### src/rtl/sop_lut_engine.sv
// rtl/sop_lut_engine.sv - programmable N-input SOP truth-table engine with stream evaluation
// Optional SOP_ONES_COUNT_EN adds a registered minterm count output (ones_cnt).
module sop_lut_engine #(
    parameter int                N           = 4,
    parameter logic [2**N-1:0]   RESET_TABLE = 16'h831B
) (
    input  logic         clk,
    input  logic         rst_n,
    input  logic         in_valid,
    output logic         in_ready,
    input  logic [N-1:0] i,
    output logic         out_valid,
    input  logic         out_ready,
    output logic         f,
    input  logic         prog_start,
    input  logic         prog_valid,
    input  logic         prog_bit,
    output logic         prog_busy,
    output logic         tbl_updated
`ifdef SOP_ONES_COUNT_EN
    ,
    output logic [N:0]   ones_cnt
`endif
);

    localparam int         T    = 2**N;
    localparam logic [N:0] LAST = (N+1)'(T - 1);

    typedef enum logic {IDLE, LOAD} state_t;

    state_t         state, state_nxt;
    logic [N:0]     cnt, cnt_nxt;
    logic [T-1:0]   shadow, shadow_nxt;
    logic [T-1:0]   active_tbl;
    logic           commit;

    assign in_ready  = !out_valid || out_ready;
    assign prog_busy = (state == LOAD);

    // A restart always wins; a simultaneous bit becomes bit 0 of the new load.
    always_comb begin
        state_nxt  = state;
        cnt_nxt    = cnt;
        shadow_nxt = shadow;
        commit     = 1'b0;
        if (prog_start) begin
            state_nxt  = LOAD;
            cnt_nxt    = '0;
            shadow_nxt = '0;
            if (prog_valid) begin
                shadow_nxt[0] = prog_bit;
                cnt_nxt       = (N+1)'(1);
            end
        end else if (state == LOAD && prog_valid) begin
            shadow_nxt[cnt[N-1:0]] = prog_bit;
            if (cnt == LAST) begin
                commit    = 1'b1;
                state_nxt = IDLE;
                cnt_nxt   = '0;
            end else begin
                cnt_nxt = cnt + (N+1)'(1);
            end
        end
    end

    always_ff @(posedge clk or negedge rst_n) begin
        if (!rst_n) begin
            state       <= IDLE;
            cnt         <= '0;
            shadow      <= '0;
            active_tbl  <= RESET_TABLE;
            tbl_updated <= 1'b0;
        end else begin
            state       <= state_nxt;
            cnt         <= cnt_nxt;
            shadow      <= shadow_nxt;
            tbl_updated <= commit;
            if (commit)
                active_tbl <= shadow_nxt;
        end
    end

    // Lookup reads the pre-commit table, so a request in the commit cycle sees the old function.
    always_ff @(posedge clk or negedge rst_n) begin
        if (!rst_n) begin
            out_valid <= 1'b0;
            f         <= 1'b0;
        end else if (in_valid && in_ready) begin
            out_valid <= 1'b1;
            f         <= active_tbl[i];
        end else if (out_ready) begin
            out_valid <= 1'b0;
        end
    end

`ifdef SOP_ONES_COUNT_EN
    function automatic logic [N:0] popcount(input logic [T-1:0] v);
        logic [N:0] c;
        c = '0;
        for (int k = 0; k < T; k++)
            c = c + (N+1)'(v[k]);
        return c;
    endfunction

    localparam logic [N:0] ONES_RST = popcount(RESET_TABLE);

    always_ff @(posedge clk or negedge rst_n) begin
        if (!rst_n)
            ones_cnt <= ONES_RST;
        else if (commit)
            ones_cnt <= popcount(shadow_nxt);
    end
`endif

endmodule

### config.mk
export PLATFORM = sky130hd
export DESIGN_NAME = sop_lut_engine
export DESIGN_NICKNAME = d
export VERILOG_FILES = /design/src/rtl/sop_lut_engine.sv
export SDC_FILE = /design/constraint.sdc
export NUM_CORES = 1
export LEC_CHECK = 0
export CORE_ASPECT_RATIO = 1.25
export CORE_UTILIZATION = 39
export DETAILED_ROUTE_END_ITERATION = 6
export GPL_TIMING_DRIVEN = 0
export PLACE_DENSITY = 0.63
export SYNTH_ARGS = -nofsm -noshare
export SYNTH_HDL_FRONTEND = slang
export SYNTH_SLANG_ARGS = --single-unit
### constraint.sdc
create_clock -name clk -period 1.41 [get_ports clk]
set_input_delay 0.2115 -clock clk [delete_from_list [all_inputs] [get_ports clk]]
set_output_delay 0.2115 -clock clk [all_outputs]
set_load 0.01 [all_outputs]
; Word-level counts from Yosys, hierarchy flattened
; Cells that the tools add are included.
[classes]
addsub = 1
magnitude_cmp = 3
n_eq_ne = 1
n_mux = 20
n_reduce_logical = 9
[ops]
columns = op, n
row1 = $mux 16, 2
row2 = $bwmux 16, 1
row3 = $mux 5, 3
row4 = $mux 1, 12
row5 = $lt 4x5->1 const B, 2
row6 = $reduce_bool 2->1, 3
row7 = $add 5x1->5 const B, 1
row8 = $eq 5x4->1 const B, 1
row9 = $bmux 1 s4, 1
row10 = $demux 1 s4, 1
row11 = $ge 4x1->1 const B, 1
row12 = $logic_and 1x1->1, 3
row13 = $reduce_and 2->1, 1
row14 = $logic_not 1->1, 1
row15 = $logic_or 1x1->1, 1
[totals]
reg_bits = 41
inputBits = 11
output_inout_bits = 5

; Depth between registers and ports, before layout
[depth]
depth_word = 7
depth_mapped = 7
depth_no_buf = 6

; Worst setup path after synthesis
; No wires, ideal clock.
[synth_timing]
kind = register to register
from = reg state, in the netlist prog_busy
to = reg active_tbl[12]
setup_time_ns = 0.124
t_arrival_ns = 1.383
slack_ns = -0.097
stages_incl_launch_ff = 8
path_buffers = 3
cell_sequence = dfrtp_1 -> buf_6 -> nand4_4 -> or3_1 -> buf_6 -> buf_6 -> nand2_1 -> o21ai_2
[synth_via]
elab_chain_len = 3
[synth_rtl]
columns = item, line
row1 = from (decl), 31  ; state_t state, state_nxt;
row2 = from (signal assigned), 74  ; state <= state_nxt;
row3 = $logic_and 1x1->1 (*), 54  ; end else if (state == LOAD && prog_valid) begin
row4 = $mux 16 / $mux 1 (equally long branches), 54
row5 = $mux 16 / $mux 1 (equally long branches), 46  ; if (prog_start) begin
row6 = to (signal assigned), 79  ; active_tbl <= shadow_nxt;
row7 = to (decl), 34  ; logic [T-1:0] active_tbl;
; Mark *: on every way between the ends. The rest lies on a longest branch, timed or not.
; A chain may end at the register's enable or synchronous reset.

; Worst setup path in the final report
[layout_timing]
from = reg cnt[0]
to = reg active_tbl[0]
[layout_via]
elab_chain_len = 7
[layout_rtl]
columns = item, line
row1 = from (decl), 32  ; logic [N:0] cnt, cnt_nxt;
row2 = from (signal assigned), 75  ; cnt <= cnt_nxt;
row3 = $lt 4x5->1 (not written as such) / $ge 4x1->1 (equally long branches), 55  ; shadow_nxt[cnt[N-1:0]] = prog_bit;
row4 = $logic_and 1x1->1 (not written as such), 55
row5 = $mux 1 (not written as such), 55
row6 = $demux 1 s4, 55
row7 = $bwmux 16, 55
row8 = $mux 16, 54
row9 = $mux 16, 46
; Parallel ways exist; a longest one is shown, timed or not.

==> results.toml <==
[logic_synthesis]
synth_seq_cells = 40
ys_top_cells_by_count = "dfrtp_1, nand2_1, nor2_1, mux2i_1, nand3_1"
ys_async_sr_fraction_pct = 100.0
synth_edf_count = 0
synth.cell_area_sq_um = 2013
syn_avg_cell_area_sq_um = 10.49
ys_types = 38
ys_top_cells_by_area = "dfrtp_1, dfstp_2, mux2i_1"
yosys_warnings = 0
synth-seq-area-share_pct = 50.16
synth_most_common_cell = "dfrtp_1"
yosys.area.top_type = "dfrtp_1"
synth_flop_cell = "dfrtp_1"
synth_top_area_share_pct = 41.02
synth_nets = 209
synthCells = 192

[placed_design]
placed_cell_area_sq_um = 2238
place_congestion = 0.8423
dp_hpwl_mm = 3.100
dp_cells = 266
place_ws_ps = -549.9
port_buffers = 13

[route]
drt_iter0_markers = 97
drt_wl_total_mm = 4.679
drcViolationCount = 0
dr.pass1.iters = 4
wl_per_cell_microns = 16.30
ant_nets = 0
via_count = 1526
viasPerCell = 5.317

[setup_path]
reg2regPathDepth = 6
worstPathArrival_ps = 1780
critPathLaunch = "cnt[0]"
cp-start-kind = "flop"
cp.required_ps = 1650
r2r_end = "active_tbl[0]"
worst_setup_path_end_kind = "flop"
rrSetupSlack_ps = -130
r2r-start = "cnt[0]"
path_max_fanout = 6
crit_type = "flop to flop"

[global_route]
gr-usage-met1_pct = 22.14
met2_usage_pct = 31.73
grt-ovfl-total = 0
grt_max_degree = 30
grt_usage_pct = 18.39
antenna_found_initial = 0
grt_pass1_vias = 1482
grt_pass1_wl_mm = 7.348
met3_usage_pct = 3.846
busiest_layer = "met2"

[layout]
fin_nets = 243
stdcell_count = 287
syn2layout_area_growth_pct = 37.97
final_layout_size_suffix_gt1_share_pct = 43.17
diodes = 0
final_area_sq_um = 2778

[timing]
timing.fmax_ghz = 0.6477
maxSlewHeadroom_pct = 62.26
fin_tns_setup_ps = -2641
whs_ps = 326.9
fin_ws_ps = -134.0
tightest_slew_ps = 566.1
period_share_pct = 109.5
setup_viol = 28
rsz0062_at_grt = "true"
skew_ps = 12.97
hold_violations = 0
maxSlewViolCount = 0
min_period_ps = 1544

[die]
die_height_microns = 82.33
start_util_pct = 41.64
core-area_sq_um = 4835
fp.dieW_microns = 66.26
rows = 28
dieArea_sq_um = 5455
ios = 16

[clock_tree]
cts.sinks = 40
cts_tree = "done"
root_buffer = "clkbuf_8"
worstSkewPairLatency_ps = 300
numCtsBuffers = 5
clk_path_buf_depth = 2
cts_max_level = 2
clkTransAtPathRegs_ps = 80

[flow_run]
cap_viol_max_count = 0

[pwr]
powerDensity_nw_per_um2 = 950.9
ir_drop_mv = 0.4767
leakage_uw = 0.001146

[worst_hold_path]
min_path_type = "input pin to asynchronous set/reset pin"

[outcome]
violations = "setup timing"
outcome = "finished with violations"
-- flip-flops by register name, indices dropped and copies added, names as in the netlist --
register     count
active_tbl      16
cnt              5
f                1
out_valid        1
prog_busy        1
shadow          15
tbl_updated      1
-- layer usage --
metal | routed length [microns] | vias up
met5 | 0 | -
met4 | 92 | 0
met3 | 162 | 9
met2 | 2384 | 33
met1 | 2040 | 749
li1 | - | 735
-- worst max-delay path, stage by stage, from the launching register on --
cell and delay [ps]:
dfrtp_2 460, ha_4 180, nand2b_4 70, or3_4 340
buf_6 150, clkbuf_16 150, o21ai_2 130
-- worst max-delay path by stage --
stage,end,slack [ps],cells after the start
5_1_grt,active_tbl[5],-210,7
3_5_place_dp,shadow[0],-550,6
3_3_place_gp,shadow[9],-910,1
6_report,active_tbl[0],-130,6
4_1_cts,active_tbl[5],-130,7
2_1_floorplan,active_tbl[12],-100,7
-- where the power goes --
part	total [uW]	internal (uW)	switching, uW
sequential	1190	1170	24.7
combinational	334	150	183
clock	1110	708	406
-- final cells by class --
| cell class | count | area, sq um |
|---|---|---|
| Fill cell | 412 | 2057 |
| Multi-Input combinational cell | 134 | 1139 |
| Sequential cell | 40 | 1015 |
| Timing Repair Buffer | 28 | 284.0 |
| Buffer | 12 | 108.9 |
| Tap cell | 60 | 75.07 |
| Clock buffer | 6 | 72.57 |
| Clock inverter | 2 | 60.06 |
| Inverter | 5 | 23.77 |
-- timing repair --
item / in CTS / in global routing
pin swaps: 15 / 6
cloned: 1 / 1
hold buffers: 1 / 0
endpoints found under the setup margin: 35 / 33
buffers inserted: 8 / 3
hold endpoints to repair: 11 / 0
gates resized for setup: 61 / 19
-- layout by cell type (no fill, tap or decap), drive strengths merged, types with 3 or more instances in the layout --
cell | Yosys | routed
dlygate4sd2 | 0 | 4
a22o | 5 | 5
ha | 6 | 6
dfrtp | 33 | 33
clkdlybuf4s50 | 0 | 6
clkbuf | 3 | 10
nor3 | 3 | 3
nand2 | 21 | 21
o21ai | 16 | 16
mux2i | 14 | 14
nand2b | 6 | 6
nand3 | 11 | 11
nand4 | 3 | 3
dfstp | 7 | 7
nor2 | 21 | 21
a21oi | 6 | 6
buf | 10 | 23
inv | 5 | 5
-- through the flow --
step           util, %  power (uW)
3_5_place_dp     46.30        1437
5_1_grt          57.45        2746
4_1_cts          55.10        2641
6_report         57.45        2641
3_3_place_gp     45.99        1429
2_1_floorplan        -        1326
-- cell families after synthesis --
kind of cell,count (synthesis),synth area share (%)
flops,40,50.16
mux,16,9.198
buf+inv,18,5.158
xor+xnor,1,0.4351
fa+ha+maj,6,3.729
simple gates,77,18.96
compound gates,34,12.37
(Power assumes the default switching activity.)
